**config.mk**
```make
export PLATFORM = sky130hd
export DESIGN_NAME = alarm_controller
export DESIGN_NICKNAME = d
export VERILOG_FILES = /design/src/rtl/alarm_pkg.sv /design/src/rtl/alarm_code_collector.sv /design/src/rtl/alarm_controller.sv
export SDC_FILE = /design/constraint.sdc
export NUM_CORES = 1
export LEC_CHECK = 0
export CAP_MARGIN = 40
export CELL_PAD_IN_SITES_DETAIL_PLACEMENT = 1
export CELL_PAD_IN_SITES_GLOBAL_PLACEMENT = 1
export CORE_ASPECT_RATIO = 0.75
export CORE_MARGIN = 3
export CORE_UTILIZATION = 25
export DETAILED_ROUTE_END_ITERATION = 6
export PLACE_DENSITY = 0.49
export SYNTH_ARGS = -nofsm -noshare
export SYNTH_HDL_FRONTEND = slang
export SYNTH_HIERARCHICAL = 1
export SYNTH_SLANG_ARGS = --single-unit
export TNS_END_PERCENT = 100
```
**constraint.sdc**
```tcl
create_clock -name clk -period 4.6 [get_ports clk]
set_clock_uncertainty 0.05 [all_clocks]
set_input_delay 0.46 -clock clk [delete_from_list [all_inputs] [get_ports clk]]
set_output_delay 0.46 -clock clk [all_outputs]
set_load 0.03 [all_outputs]
```
**src/rtl/alarm_pkg.sv**
```systemverilog
// Shared types and constants for the home-alarm sequencer.
package alarm_pkg;

  localparam int unsigned SYM_W    = 2;
  localparam int unsigned CODE_LEN = 4;
  localparam int unsigned CODE_W   = SYM_W * CODE_LEN;

  localparam logic [1:0] RES_OK    = 2'd0;
  localparam logic [1:0] RES_ERROR = 2'd2;
  localparam logic [1:0] RES_NOKEY = 2'd3;

  typedef enum logic [2:0] {
    S_DISARMED  = 3'd0,
    S_EXIT_DLY  = 3'd1,
    S_ARMED     = 3'd2,
    S_ENTRY_DLY = 3'd3,
    S_ALARM     = 3'd4,
    S_PROG      = 3'd5
  } state_t;

endpackage

```
**src/rtl/alarm_code_collector.sv**
```systemverilog
// Keypad entry collector: captures CODE_LEN symbols, discards stale partial
// entries, compares a full entry one cycle later and reports the outcome.
module alarm_code_collector
  import alarm_pkg::*;
#(
  parameter int unsigned SYM_TIMEOUT = 5
) (
  input  logic              clk,
  input  logic              rst_n,
  input  logic              tick,
  input  logic              sym_valid,
  input  logic [SYM_W-1:0]  sym,
  input  logic [CODE_W-1:0] code,
  input  logic              prog_mode,
  output logic              code_ok_c,
  output logic              code_err_c,
  output logic              entry_done_c,
  output logic              timeout_c,
  output logic [CODE_W-1:0] entry_c,
  output logic [1:0]        result
);

  localparam int unsigned CNT_W = $clog2(CODE_LEN + 1);
  localparam int unsigned IDX_W = $clog2(CODE_LEN);
  localparam int unsigned TO_W  = $clog2(SYM_TIMEOUT + 1);

  logic [CNT_W-1:0]               cnt_q, cnt_d, cnt_nxt_c;
  logic [IDX_W-1:0]               idx_c;
  logic [CODE_LEN-1:0][SYM_W-1:0] sym_q, sym_d;
  logic [TO_W-1:0]                to_q, to_d;
  logic [1:0]                     result_q, result_d;
  logic                           full_c, partial_c;

  assign full_c    = (cnt_q == CNT_W'(CODE_LEN));
  assign partial_c = (cnt_q != '0) && !full_c;
  assign entry_c   = sym_q;
  assign result    = result_q;

  // Compare a full entry, age a partial one, and append accepted symbols.
  always_comb begin
    cnt_d        = cnt_q;
    sym_d        = sym_q;
    to_d         = to_q;
    result_d     = result_q;
    idx_c        = cnt_q[IDX_W-1:0];
    cnt_nxt_c    = cnt_q + CNT_W'(1);
    code_ok_c    = 1'b0;
    code_err_c   = 1'b0;
    entry_done_c = 1'b0;
    timeout_c    = 1'b0;
    if (full_c) begin
      cnt_d     = '0;
      idx_c     = '0;
      cnt_nxt_c = CNT_W'(1);
      if (prog_mode) begin
        entry_done_c = 1'b1;
        result_d     = RES_OK;
      end else if (sym_q == code) begin
        code_ok_c = 1'b1;
        result_d  = RES_OK;
      end else begin
        code_err_c = 1'b1;
        result_d   = RES_ERROR;
      end
    end
    if (sym_valid) begin
      sym_d[idx_c] = sym;
      cnt_d        = cnt_nxt_c;
      result_d     = RES_NOKEY;
      to_d         = (cnt_nxt_c == CNT_W'(CODE_LEN)) ? '0 : TO_W'(SYM_TIMEOUT);
    end else if (partial_c && tick && (to_q != '0)) begin
      if (to_q == TO_W'(1)) begin
        timeout_c = 1'b1;
        cnt_d     = '0;
        to_d      = '0;
        result_d  = RES_NOKEY;
      end else begin
        to_d = to_q - TO_W'(1);
      end
    end
  end

  // Entry state registers.
  always_ff @(posedge clk or negedge rst_n) begin
    if (!rst_n) begin
      cnt_q    <= '0;
      sym_q    <= '0;
      to_q     <= '0;
      result_q <= RES_NOKEY;
    end else begin
      cnt_q    <= cnt_d;
      sym_q    <= sym_d;
      to_q     <= to_d;
      result_q <= result_d;
    end
  end

endmodule

```
**src/rtl/alarm_controller.sv**
```systemverilog
// Home-alarm sequencer: arm/disarm FSM, delay timers, failed-code lockout.
// Optional code programming is built when ALARM_CODE_CHANGE_EN is defined.
module alarm_controller
  import alarm_pkg::*;
#(
  parameter logic [CODE_W-1:0] DEFAULT_CODE = 8'h00,
  parameter int unsigned       EXIT_DLY     = 10,
  parameter int unsigned       ENTRY_DLY    = 10,
  parameter int unsigned       SIREN_TIME   = 60,
  parameter int unsigned       MAX_FAIL     = 3,
  parameter int unsigned       LOCK_TIME    = 30,
  parameter int unsigned       SYM_TIMEOUT  = 5
) (
  input  logic             clk,
  input  logic             rst_n,
  input  logic             tick,
  input  logic             sym_valid,
  input  logic [SYM_W-1:0] sym,
  input  logic             sensor,
  input  logic             prog_req,
  output logic             armed,
  output logic             siren,
  output logic             lockout,
  output logic [1:0]       result
);

  localparam int unsigned DLY_A   = (EXIT_DLY > ENTRY_DLY) ? EXIT_DLY : ENTRY_DLY;
  localparam int unsigned MAX_DLY = (SIREN_TIME > DLY_A) ? SIREN_TIME : DLY_A;
  localparam int unsigned TMR_W   = $clog2(MAX_DLY + 1);
  localparam int unsigned FAIL_W  = $clog2(MAX_FAIL + 1);
  localparam int unsigned LOCK_W  = $clog2(LOCK_TIME + 1);

  state_t              state_q, state_d;
  logic [TMR_W-1:0]    tmr_q, tmr_d;
  logic [FAIL_W-1:0]   fail_q, fail_d;
  logic [LOCK_W-1:0]   lock_q, lock_d;
  logic                armed_q, armed_d, siren_q, siren_d, lockout_q, lockout_d;
  logic                code_ok_c, code_err_c, entry_done_c, timeout_c;
  logic                lock_trip_c, expire_c, sym_acc_c, prog_mode_c;
  logic [CODE_W-1:0]   code_c, entry_c;

  assign armed     = armed_q;
  assign siren     = siren_q;
  assign lockout   = lockout_q;
  assign sym_acc_c = sym_valid && !lockout_q;
  assign expire_c  = tick && (tmr_q == TMR_W'(1));

  alarm_code_collector #(
    .SYM_TIMEOUT (SYM_TIMEOUT)
  ) u_collector (
    .clk          (clk),
    .rst_n        (rst_n),
    .tick         (tick),
    .sym_valid    (sym_acc_c),
    .sym          (sym),
    .code         (code_c),
    .prog_mode    (prog_mode_c),
    .code_ok_c    (code_ok_c),
    .code_err_c   (code_err_c),
    .entry_done_c (entry_done_c),
    .timeout_c    (timeout_c),
    .entry_c      (entry_c),
    .result       (result)
  );

`ifdef ALARM_CODE_CHANGE_EN
  logic [CODE_W-1:0] code_q, code_d;

  assign code_c      = code_q;
  assign prog_mode_c = (state_q == S_PROG);

  // A completed programming entry replaces the stored code.
  always_comb begin
    code_d = code_q;
    if (entry_done_c) code_d = entry_c;
  end

  // Stored code register.
  always_ff @(posedge clk or negedge rst_n) begin
    if (!rst_n) code_q <= DEFAULT_CODE;
    else        code_q <= code_d;
  end
`else
  logic unused_cfg;

  assign code_c      = DEFAULT_CODE;
  assign prog_mode_c = 1'b0;
  assign unused_cfg  = ^{prog_req, entry_done_c, entry_c, timeout_c};
`endif

  // Consecutive wrong-code counting and lockout timer.
  always_comb begin
    fail_d      = fail_q;
    lock_d      = lock_q;
    lock_trip_c = 1'b0;
    if (code_ok_c) begin
      fail_d = '0;
    end else if (code_err_c) begin
      if (fail_q == FAIL_W'(MAX_FAIL - 1)) begin
        fail_d      = '0;
        lock_d      = LOCK_W'(LOCK_TIME);
        lock_trip_c = 1'b1;
      end else begin
        fail_d = fail_q + FAIL_W'(1);
      end
    end
    if (!lock_trip_c && tick && (lock_q != '0)) lock_d = lock_q - LOCK_W'(1);
    lockout_d = (lock_d != '0);
  end

  // Arm/disarm next state, state timer reload/countdown, derived outputs.
  always_comb begin
    state_d = state_q;
    tmr_d   = tmr_q;
    case (state_q)
      S_DISARMED: begin
        if (code_ok_c) begin
`ifdef ALARM_CODE_CHANGE_EN
          state_d = prog_req ? S_PROG : S_EXIT_DLY;
`else
          state_d = S_EXIT_DLY;
`endif
        end
      end
      S_EXIT_DLY: begin
        if (code_ok_c)     state_d = S_DISARMED;
        else if (expire_c) state_d = S_ARMED;
      end
      S_ARMED: begin
        if (code_ok_c)        state_d = S_DISARMED;
        else if (lock_trip_c) state_d = S_ALARM;
        else if (sensor)      state_d = S_ENTRY_DLY;
      end
      S_ENTRY_DLY: begin
        if (code_ok_c)                    state_d = S_DISARMED;
        else if (lock_trip_c || expire_c) state_d = S_ALARM;
      end
      S_ALARM: begin
        if (code_ok_c)     state_d = S_DISARMED;
        else if (expire_c) state_d = S_ARMED;
      end
`ifdef ALARM_CODE_CHANGE_EN
      S_PROG: begin
        if (entry_done_c || timeout_c) state_d = S_DISARMED;
      end
`endif
      default: state_d = S_DISARMED;
    endcase
    if (state_d != state_q) begin
      case (state_d)
        S_EXIT_DLY:  tmr_d = TMR_W'(EXIT_DLY);
        S_ENTRY_DLY: tmr_d = TMR_W'(ENTRY_DLY);
        S_ALARM:     tmr_d = TMR_W'(SIREN_TIME);
        default:     tmr_d = '0;
      endcase
    end else if (tick && (tmr_q != '0)) begin
      tmr_d = tmr_q - TMR_W'(1);
    end
    armed_d = (state_d == S_ARMED) || (state_d == S_ENTRY_DLY) || (state_d == S_ALARM);
    siren_d = (state_d == S_ALARM);
  end

  // Sequencer registers.
  always_ff @(posedge clk or negedge rst_n) begin
    if (!rst_n) begin
      state_q   <= S_DISARMED;
      tmr_q     <= '0;
      fail_q    <= '0;
      lock_q    <= '0;
      armed_q   <= 1'b0;
      siren_q   <= 1'b0;
      lockout_q <= 1'b0;
    end else begin
      state_q   <= state_d;
      tmr_q     <= tmr_d;
      fail_q    <= fail_d;
      lock_q    <= lock_d;
      armed_q   <= armed_d;
      siren_q   <= siren_d;
      lockout_q <= lockout_d;
    end
  end

endmodule

```
Word-level counts from Yosys, hierarchy flattened
Index checks and enable logic that the tools add are counted.
{"block": "word_totals", "register_bits": 35, "input_bits": 8, "output_inout_bits": 5, "elab_cells": 106}
{"block": "op_classes", "n_addsub": 5, "magnitude_cmp": 2, "eq_ne": 14, "mux": 44, "reduce_logical": 27}
{"cell": "two-way mux 3 bit", "n": 17}
{"cell": "two-way mux 2 bit", "n": 10}
{"cell": "two-way mux 5 bit", "n": 4}
{"cell": "equality test 3 x 2 -> 1 bit, second input constant", "n": 4}
{"cell": "equality test 3 bit, second input constant", "n": 4}
{"cell": "two-way mux 6 bit", "n": 2}
{"cell": "case mux 3 bit (4 select lines)", "n": 1}
{"cell": "case mux 6 bit (2 select lines)", "n": 1}
{"cell": "nonzero test 5 bit", "n": 2}
{"cell": "equality test 3 x 1 -> 1 bit, second input constant", "n": 3}
{"cell": "logical AND 1 bit", "n": 9}
{"cell": "bitwise mux 8 bit", "n": 1}
{"cell": "zero test 8 bit", "n": 1}
{"cell": "two-way mux 1 bit", "n": 7}
{"cell": "equality test 6 x 1 -> 1 bit, second input constant", "n": 1}
{"cell": "nonzero test 2 bit", "n": 3}
{"cell": "nonzero test 3 bit", "n": 2}
{"cell": "nonzero test 6 bit", "n": 1}
{"cell": "subtractor 6 x 1 -> 6 bit, second input constant", "n": 1}
{"cell": "subtractor 5 x 1 -> 5 bit, second input constant", "n": 1}
{"cell": "demux 2 bit (select 2 bit)", "n": 1}
{"cell": "OR reduction 2 bit", "n": 2}
{"cell": "adder 3 x 1 -> 3 bit, second input constant", "n": 1}
{"cell": "zero test 1 bit", "n": 3}
{"cell": "8 further kinds", "n": 10}

Longest topological paths before layout
Gate-level depths: netlist (run 1).
{"block": "depth", "ltp_word": 13, "ltp_mapped": 10, "depth_no_buf": 10}

By module
The synthesis (run 1) kept the hierarchy.
{"module": "alarm_controller", "n_inst": 1, "cells_each": 115, "area_per_inst_um2": 1114.8, "seq_area_each_um2": 475.5}
{"module": "alarm_code_collector", "n_inst": 1, "cells_each": 90, "area_per_inst_um2": 925.9, "seq_area_each_um2": 402.9}

Worst setup path after synthesis (run 1)
OpenSTA, ideal clock, no wires.
{"block": "synth_path", "path_type": "reg2reg", "startpoint": "register u_collector.cnt_q[1]", "endpoint": "register lockout_q (netlist: lockout)", "setup_ps": 139, "t_arrival_ps": 2346, "required_time_ps": 4411, "slack_ps": 2065, "path_stages_with_launch": 8, "n_path_buf": 1, "synth_period_minus_slack_ps": 2535, "path_cell_list": "dfrtp_1 inv_1 ha_1 nand2_1 nor4_1 clkbuf_1 o21ai_0 or4_1"}
{"block": "synth_via", "elab_cells_between_ends": 12, "cone_classes": "1 x eq/ne; 7 x mux; 4 x reduce/logical"}
{"element": "from (decl)", "line_no": "alarm_code_collector.sv:27", "text": "logic [CNT_W-1:0] cnt_q, cnt_d, cnt_nxt_c;"}
{"element": "from (signal assigned)", "line_no": "alarm_code_collector.sv:91", "text": "cnt_q <= cnt_d;"}
{"element": "equality test 3 bit *", "line_no": "alarm_code_collector.sv:34", "text": "assign full_c = (cnt_q == CNT_W'(CODE_LEN));"}
{"element": "two-way mux 1 bit *", "line_no": "alarm_code_collector.sv:51", "text": "if (full_c) begin"}
{"element": "net code_ok_c", "line_no": "alarm_controller.sv:38", "text": "logic code_ok_c, code_err_c, entry_done_c, timeout_c;"}
{"element": "two-way mux 1 bit", "line_no": "alarm_controller.sv:96", "text": "if (code_ok_c) begin"}
{"element": "zero test 1 bit", "line_no": "alarm_controller.sv:107", "text": "if (!lock_trip_c && tick && (lock_q != '0)) lock_d = lock_q - LOCK_W'(1);"}
{"element": "logical AND 1 bit (2 in series)", "line_no": "alarm_controller.sv:107"}
{"element": "two-way mux 5 bit *", "line_no": "alarm_controller.sv:107"}
{"element": "net lock_d[4]", "line_no": "alarm_controller.sv:36", "text": "logic [LOCK_W-1:0] lock_q, lock_d;"}
{"element": "nonzero test 5 bit *", "line_no": "alarm_controller.sv:108", "text": "lockout_d = (lock_d != '0);"}
{"element": "net lockout_d", "line_no": "alarm_controller.sv:37", "text": "logic armed_q, armed_d, siren_q, siren_d, lockout_q, lockout_d;"}
{"element": "to (signal assigned)", "line_no": "alarm_controller.sv:180", "text": "lockout_q <= lockout_d;"}
{"element": "to (decl)", "line_no": "alarm_controller.sv:37"}
The timed path passes the listed nets; every way through them passes the cells marked *.
A chain may end at the register's enable or synchronous reset.

Worst setup path after layout (run 1)
{"block": "layout_path", "startpoint": "register u_collector.cnt_q[1]", "endpoint": "register tmr_q[3]"}
{"block": "layout_via", "elab_chain_cells": 12, "elab_cells_between_ends": 21, "cone_classes": "5 x eq/ne; 13 x mux; 3 x reduce/logical"}
{"element": "equality test 3 bit *", "line_no": "alarm_code_collector.sv:34"}
{"element": "two-way mux 1 bit *", "line_no": "alarm_code_collector.sv:51"}
{"element": "net code_err_c", "line_no": "alarm_controller.sv:38"}
{"element": "two-way mux 1 bit *", "line_no": "alarm_controller.sv:98", "text": "end else if (code_err_c) begin"}
{"element": "two-way mux 1 bit *", "line_no": "alarm_controller.sv:96"}
{"element": "logical OR 1 bit", "line_no": "alarm_controller.sv:136", "text": "else if (lock_trip_c || expire_c) state_d = S_ALARM;"}
{"element": "two-way mux 3 bit", "line_no": "alarm_controller.sv:136"}
{"element": "two-way mux 3 bit", "line_no": "alarm_controller.sv:135", "text": "if (code_ok_c) state_d = S_DISARMED;"}
{"element": "case mux 3 bit (4 select lines) *", "line_no": "alarm_controller.sv:115", "text": "case (state_q)"}
{"element": "equality test 3 x 2 -> 1 bit / equality test 3 x 1 -> 1 bit (equally long branches)", "line_no": "alarm_controller.sv:150", "text": "case (state_d)"}
{"element": "OR reduction 2 bit (no line)"}
{"element": "case mux 6 bit (2 select lines)", "line_no": "alarm_controller.sv:150"}
{"element": "two-way mux 6 bit", "line_no": "alarm_controller.sv:149", "text": "if (state_d != state_q) begin"}
{"element": "to (signal assigned)", "line_no": "alarm_controller.sv:175", "text": "tmr_q <= tmr_d;"}
{"element": "to (decl)", "line_no": "alarm_controller.sv:34", "text": "logic [TMR_W-1:0] tmr_q, tmr_d;"}
Marks and branches as above.

==> run_summary.xml, run 1 <==
<?xml version="1.0" encoding="UTF-8"?>
<metrics>
  <group name="outcome">
    <metric name="run_status" unit="">complete, no violations</metric>
  </group>
  <group name="yosys">
    <metric name="netlist_area" unit="µm²">2030</metric>
    <metric name="postSynthCellCount" unit="">202</metric>
    <metric name="average_footprint_of_a_synthesized_cell" unit="µm²">10.0</metric>
    <metric name="synth.yosys.warnings" unit="">6</metric>
  </group>
  <group name="detailed_routing">
    <metric name="drtAntennaViolNets" unit="">0</metric>
    <metric name="postRouteWirelength" unit="µm">4480</metric>
    <metric name="route.detailed.wl_per_inst" unit="µm">13.5</metric>
    <metric name="drt_pre_antenna_iters" unit="">4</metric>
    <metric name="vias" unit="">1523</metric>
    <metric name="drt_iter0_drc" unit="">55</metric>
    <metric name="detail_route.vias_per_cell" unit="">4.59</metric>
    <metric name="remaining_drc_errors" unit="">0</metric>
  </group>
  <group name="pwr">
    <metric name="power.static_leakage" unit="µW">0.00104</metric>
    <metric name="vdd_drop_max" unit="µV">117</metric>
    <metric name="power-per-cell-area" unit="nW/µm²">576</metric>
  </group>
  <group name="sta">
    <metric name="final_period_minus_worst_setup_slack" unit="ns">2.60</metric>
    <metric name="max_clock_freq" unit="GHz">0.384</metric>
    <metric name="grt_setup_unrepaired" unit="">no</metric>
    <metric name="worst_slew_pin_slew" unit="ns">0.534</metric>
    <metric name="layout_setup_ws" unit="ns">2.00</metric>
    <metric name="finalMaxSlewViolations" unit="">0</metric>
    <metric name="finalSetupViolations" unit="">0</metric>
    <metric name="finalHoldViolCount" unit="">0</metric>
    <metric name="fin_crit_sh" unit="">0.566</metric>
    <metric name="relSlewSlack" unit="">0.641</metric>
    <metric name="sum_of_negative_setup_slack" unit="ns">0</metric>
  </group>
  <group name="floorplan">
    <metric name="chipWidth" unit="µm">110</metric>
    <metric name="io_pins" unit="">13</metric>
    <metric name="die-area" unit="µm²">9230</metric>
    <metric name="start_util" unit="">0.267</metric>
    <metric name="core" unit="µm²">7600</metric>
    <metric name="die_y" unit="µm">84.0</metric>
    <metric name="rows" unit="">27</metric>
  </group>
  <group name="clocking">
    <metric name="tritoncts_clock_tree" unit="">built</metric>
    <metric name="ctsLongestPathBuffers" unit="">2</metric>
    <metric name="clock_latency" unit="ns">0.28</metric>
    <metric name="numClockSinks" unit="">35</metric>
    <metric name="ctsRootBufferMaster" unit="">sky130_fd_sc_hd__clkbuf_8</metric>
    <metric name="clk_transition_reported_paths" unit="ns">0.08</metric>
    <metric name="cts_made_buffers" unit="">5</metric>
    <metric name="htree_num_levels" unit="">2</metric>
  </group>
  <group name="worst_setup_path">
    <metric name="reg2reg_from" unit="">u_collector/cnt_q[1]$_DFF_PN0_</metric>
    <metric name="cpMostUsedCell" unit="">sky130_fd_sc_hd__nor2_1</metric>
    <metric name="cp_slowest_cell" unit="">sky130_fd_sc_hd__dfrtp_1</metric>
    <metric name="timing.reg2reg.setup_slack" unit="ns">2.00</metric>
    <metric name="setup.worst_path.start_class" unit="">register</metric>
    <metric name="r2r-end" unit="">tmr_q[3]$_DFFE_PN0P_</metric>
    <metric name="timing.critical_path.required" unit="ns">4.76</metric>
    <metric name="cp_data_arrival_time" unit="ns">2.77</metric>
    <metric name="worst_setup_path_startpoint" unit="">u_collector/cnt_q[1]$_DFF_PN0_</metric>
    <metric name="timing.reg2reg.worst_path_depth" unit="">10</metric>
    <metric name="setup.worst_path.end" unit="">tmr_q[3]$_DFFE_PN0P_</metric>
    <metric name="path_class" unit="">register to register</metric>
    <metric name="slowest_delay" unit="ns">0.44</metric>
    <metric name="worstPathMaxFanout" unit="">6</metric>
    <metric name="element_type_at_the_critical_path_end" unit="">register</metric>
    <metric name="crit_path_cell_trace" unit="">inv_1, ha_1, nand2_1, nor2_1, o21a_1, nand3b_1, o21ai_2, nor2_1, o31ai_4, mux2i_1</metric>
  </group>
  <group name="min_path">
    <metric name="timing.hold.worst.class" unit="">register to register</metric>
  </group>
  <group name="cells_and_area">
    <metric name="nets" unit="">247</metric>
    <metric name="antenna_cells" unit="">0</metric>
    <metric name="layout_common_cells" unit="">sky130_fd_sc_hd__dfrtp_1, sky130_fd_sc_hd__nor2_1, sky130_fd_sc_hd__nand2_1</metric>
    <metric name="post_route_cells_drive_above_1_share" unit="">0.165</metric>
    <metric name="num-fill-cells" unit="">891</metric>
    <metric name="area_growth_syn_to_layout" unit="%">20.0</metric>
    <metric name="final_util" unit="">0.320</metric>
    <metric name="mostFrequentLayoutCell" unit="">sky130_fd_sc_hd__dfrtp_1</metric>
  </group>
  <group name="placed_design">
    <metric name="setup_slack_at_placement" unit="ns">1.99</metric>
    <metric name="io_buffer_count" unit="">11</metric>
    <metric name="hpwlAfterDp" unit="µm">3360</metric>
    <metric name="routabilityCongestion" unit="">0.736</metric>
  </group>
  <group name="global_routing">
    <metric name="grt_max_degree" unit="">32</metric>
    <metric name="gr-total-overflow" unit="">0</metric>
    <metric name="grt_antenna_before_repair" unit="">0</metric>
    <metric name="grt.total_usage" unit="">0.105</metric>
    <metric name="grt_pass1_wl" unit="µm">7620</metric>
    <metric name="grt_pass1_vias" unit="">1515</metric>
  </group>
  <group name="run">
    <metric name="drv_cap" unit="">0</metric>
  </group>
</metrics>
[what timing repair did]
item                                    in CTS  in global routing
gates resized for setup                      0                  0
hold endpoints to repair                     4                  0
hold buffers                                 1                  0
buffers inserted                             0                  0
endpoints found under the setup margin       0                  0
[sequential cells by signal, indices dropped and copies added (netlist names), 2 cells and up]
register / count
u_collector/cnt_q: 3
state_q: 3
u_collector/to_q: 3
u_collector/entry_c: 8
tmr_q: 6
fail_q: 2
u_collector/result: 2
lock_q: 5
[layout make-up]
class	count	area, µm²	share of cell area
inverters	11	41.3	0.0170
clock buffers	8	100	0.0412
flip-flops and latches	35	878	0.361
repair buffers	15	150	0.0618
multi-input cells	162	1130	0.467
well taps	101	126	0.0520
[worst min path at each step]
stage	depth (start not counted)	to	slack, ns	from
floorplan	0	armed$_DFF_PN0_	0.11	rst_n
global placement	2	u_collector/result[0]$_DFF_PN1_	0.40	u_collector/result[0]$_DFF_PN1_
detailed placement	1	state_q[0]$_DFF_PN0_	0.26	rst_n
CTS	2	u_collector/result[0]$_DFF_PN1_	0.41	u_collector/result[0]$_DFF_PN1_
global route	2	u_collector/result[0]$_DFF_PN1_	0.43	u_collector/result[0]$_DFF_PN1_
finish	2	u_collector/result[0]$_DFF_PN1_	0.41	u_collector/result[0]$_DFF_PN1_
[layer usage]
layer	share of wire	GRT usage	vias to the layer above
li1	-	-	767
met2	0.41	0.143	16
met5	0	0	-
met4	0.013	0.0374	0
met1	0.55	0.159	735
met3	0.026	0.0255	5
[power breakdown]
part           internal [µW]  switching [µW]  leakage [µW]
Clock                    137             111     0.0000515
Sequential               437             127      0.000440
Combinational            285             305      0.000552
[worst max-delay path: cells and delay by family, from the launching register on]
kind,cells,cell delay [ns]
DFF,1,0.44
adders and majority gates,1,0.23
muxes,1,0.23
buffers and inverters,1,0.11
and+or+nand+nor,4,0.68
AOI/OAI and AO/OA,3,0.80
[stage by stage]
step	cells	area, µm²	power, µW	hold slack (ns)
after floorplan	211	2060	1000	0.114
after global placement	322	2300	1160	0.400
after detailed placement	323	2320	1160	0.262
after CTS	332	2430	1430	0.414
after global routing	332	2430	1530	0.427
final	332	2430	1400	0.410
Note: power is estimated with default switching activity, not from simulation.
==> inputs of run 2 (changes only) <==
==> constraint.sdc (replaced) <==
create_clock -name clk -period 2.5 [get_ports clk]
set_clock_uncertainty 0.05 [all_clocks]
set_input_delay 0.25 -clock clk [delete_from_list [all_inputs] [get_ports clk]]
set_output_delay 0.25 -clock clk [all_outputs]
set_load 0.03 [all_outputs]
==> run_summary.xml, run 2 (synthesized netlist as in run 1, its figures left out) <==
<?xml version="1.0" encoding="UTF-8"?>
<metrics>
  <group name="outcome">
    <metric name="run_status" unit="">complete, no violations</metric>
  </group>
  <group name="global_routing">
    <metric name="grt_antenna_before_repair" unit="">0</metric>
    <metric name="grt.total_usage" unit="">0.106</metric>
    <metric name="grt_pass1_wl" unit="µm">7710</metric>
    <metric name="grt_max_degree" unit="">27</metric>
    <metric name="grt_pass1_vias" unit="">1526</metric>
    <metric name="gr-total-overflow" unit="">0</metric>
  </group>
  <group name="pwr">
    <metric name="power.total" unit="µW">2630</metric>
    <metric name="vdd_drop_max" unit="µV">333</metric>
    <metric name="power.static_leakage" unit="µW">0.00109</metric>
    <metric name="power-per-cell-area" unit="nW/µm²">1050</metric>
  </group>
  <group name="worst_setup_path">
    <metric name="critPathBufInv" unit="">1</metric>
    <metric name="cp_slowest_cell" unit="">sky130_fd_sc_hd__or4_1</metric>
    <metric name="element_type_at_the_critical_path_end" unit="">register</metric>
    <metric name="crit_path_cell_trace" unit="">inv_1, ha_1, nand2_1, nor2_1, o21a_2, nand3b_1, nor2_1, a211o_1, or4_1</metric>
    <metric name="cp_data_arrival_time" unit="ns">2.47</metric>
    <metric name="timing.critical_path.required" unit="ns">2.60</metric>
    <metric name="cpMostUsedCell" unit="">sky130_fd_sc_hd__nor2_1</metric>
    <metric name="critPathTopFamily" unit="">simple AND/OR/NAND/NOR gates</metric>
    <metric name="setup.worst_path.start_class" unit="">register</metric>
    <metric name="slowest_delay" unit="ns">0.51</metric>
    <metric name="path_class" unit="">register to register</metric>
    <metric name="worstPathMaxFanout" unit="">6</metric>
  </group>
  <group name="clocking">
    <metric name="ctsLongestPathBuffers" unit="">2</metric>
    <metric name="tritoncts_clock_tree" unit="">built</metric>
    <metric name="clk_transition_reported_paths" unit="ns">0.08</metric>
    <metric name="ctsRootBufferMaster" unit="">sky130_fd_sc_hd__clkbuf_8</metric>
    <metric name="htree_num_levels" unit="">2</metric>
    <metric name="numClockSinks" unit="">35</metric>
    <metric name="cts_made_buffers" unit="">5</metric>
    <metric name="clock_latency" unit="ns">0.28</metric>
  </group>
  <group name="cells_and_area">
    <metric name="final_cells" unit="">339</metric>
    <metric name="layout_common_cells" unit="">sky130_fd_sc_hd__dfrtp_1, sky130_fd_sc_hd__nor2_1, sky130_fd_sc_hd__nand2_1</metric>
    <metric name="final_area" unit="µm²">2490</metric>
    <metric name="mostFrequentLayoutCell" unit="">sky130_fd_sc_hd__dfrtp_1</metric>
    <metric name="antenna_cells" unit="">0</metric>
    <metric name="post_route_cells_drive_above_1_share" unit="">0.193</metric>
    <metric name="largest_register_ffs" unit="">8</metric>
    <metric name="area_growth_syn_to_layout" unit="%">23.0</metric>
    <metric name="num-fill-cells" unit="">883</metric>
    <metric name="nets" unit="">254</metric>
  </group>
  <group name="detailed_routing">
    <metric name="detailroute.wirelength.met3" unit="µm">141</metric>
    <metric name="maxUsedRoutingLayer" unit="">met4</metric>
    <metric name="route.detailed.wl_per_inst" unit="µm">13.8</metric>
    <metric name="met1_length" unit="µm">2610</metric>
    <metric name="drt_pre_antenna_iters" unit="">4</metric>
    <metric name="total_length_of_routed_met2_wires" unit="µm">1880</metric>
    <metric name="detail_route.vias_per_cell" unit="">4.53</metric>
    <metric name="postRouteWirelength" unit="µm">4680</metric>
    <metric name="remaining_drc_errors" unit="">0</metric>
    <metric name="drt_iter0_drc" unit="">56</metric>
    <metric name="vias" unit="">1535</metric>
    <metric name="drtAntennaViolNets" unit="">0</metric>
  </group>
  <group name="sta">
    <metric name="final_period_minus_worst_setup_slack" unit="ns">2.37</metric>
    <metric name="worst_slew_pin_slew" unit="ns">0.593</metric>
    <metric name="finalMaxSlewViolations" unit="">0</metric>
    <metric name="finalSetupViolations" unit="">0</metric>
    <metric name="fin_crit_sh" unit="">0.950</metric>
    <metric name="relSlewSlack" unit="">0.603</metric>
    <metric name="max_clock_freq" unit="GHz">0.421</metric>
    <metric name="finalHoldViolCount" unit="">0</metric>
  </group>
  <group name="min_path">
    <metric name="timing.hold.worst.class" unit="">input pin to async pin</metric>
  </group>
  <group name="placed_design">
    <metric name="hpwlAfterDp" unit="µm">3510</metric>
    <metric name="io_buffer_count" unit="">11</metric>
    <metric name="place_inst" unit="">328</metric>
    <metric name="routabilityCongestion" unit="">0.686</metric>
    <metric name="postPlaceCellArea" unit="µm²">2360</metric>
  </group>
  <group name="run">
    <metric name="drv_cap" unit="">0</metric>
  </group>
  <group name="floorplan">
    <metric name="io_pins" unit="">13</metric>
    <metric name="die_y" unit="µm">84.0</metric>
    <metric name="chipWidth" unit="µm">110</metric>
    <metric name="rows" unit="">27</metric>
    <metric name="start_util" unit="">0.267</metric>
    <metric name="core" unit="µm²">7600</metric>
    <metric name="die-area" unit="µm²">9230</metric>
  </group>
</metrics>
-- run 2: cell count changes in the layout (fill, tap and decap cells not counted) --
cell	delta
sky130_fd_sc_hd__buf_4	+7
sky130_fd_sc_hd__nor4_4	+1
sky130_fd_sc_hd__o21a_2	+1
sky130_fd_sc_hd__o21a_1	-1
sky130_fd_sc_hd__nor4_2	-1
-- run 2: cell type report --
cell class                 instances  area [µm²]  area share
timing repair buffer              22         203      0.0813
sequential                        35         878       0.352
inverter                          11        41.3      0.0166
clock buffer                       8         100      0.0402
tap                              101         126      0.0507
multi-input combinational        162        1140       0.459
-- run 2: path summary, 6_finish.rpt --
path                                                  from                               to  slack [ns]  cells past startpoint
max in group asynchronous                            rst_n  u_collector/result[0]$_DFF_PN1_        1.56                      3
min                                                  rst_n             state_q[2]$_DFF_PN0_        0.33                      2
min reg2reg                u_collector/result[0]$_DFF_PN1_  u_collector/result[0]$_DFF_PN1_        0.41                      2
max reg2reg                 u_collector/cnt_q[0]$_DFF_PN0_                lockout$_DFF_PN0_        0.13                      9
max                         u_collector/cnt_q[0]$_DFF_PN0_                lockout$_DFF_PN0_        0.13                      9
min in group clk           u_collector/result[0]$_DFF_PN1_  u_collector/result[0]$_DFF_PN1_        0.41                      2
-- run 2: worst reg2reg max path, cell delays in order, from the launching register on --
cell	delay, ns
sky130_fd_sc_hd__dfrtp_1	0.35
sky130_fd_sc_hd__inv_1	0.06
sky130_fd_sc_hd__ha_1	0.21
sky130_fd_sc_hd__nand2_1	0.20
sky130_fd_sc_hd__nor2_1	0.08
sky130_fd_sc_hd__o21a_2	0.16
sky130_fd_sc_hd__nand3b_1	0.23
sky130_fd_sc_hd__nor2_1	0.14
sky130_fd_sc_hd__a211o_1	0.26
sky130_fd_sc_hd__or4_1	0.51
-- run 2: timing repair --
action                     in CTS  in global routing
buffers inserted                0                  2
hold buffers                    1                  0
hold endpoints to repair        8                  0
setup endpoints to repair       0                  5
gates resized for setup         0                  2
-- run 2: per-stage QoR --
stage,setup WS [ns],util,hold WS (ns),setup TNS (ns)
floorplan,0.154,-,-0.0956,0
global placement,0.146,0.307,0.363,0
detailed placement,0.138,0.310,0.116,0
CTS,0.0825,0.325,0.341,0
global route,-0.0104,0.328,0.356,-0.0104
finish,0.126,0.328,0.329,0
-- run 2: per-layer routing --
metal | vias up | global-route usage
met3 | 5 | 0.0255
met1 | 737 | 0.169
met5 | - | 0
met2 | 16 | 0.135
met4 | 0 | 0.0340
li1 | 777 | -
-- run 2: where the power goes --
part           leakage, µW  switching [µW]  total [µW]  internal (µW)
clock            0.0000515             203         455            252
sequential        0.000440             219        1020            804
combinational     0.000594             592        1150            557
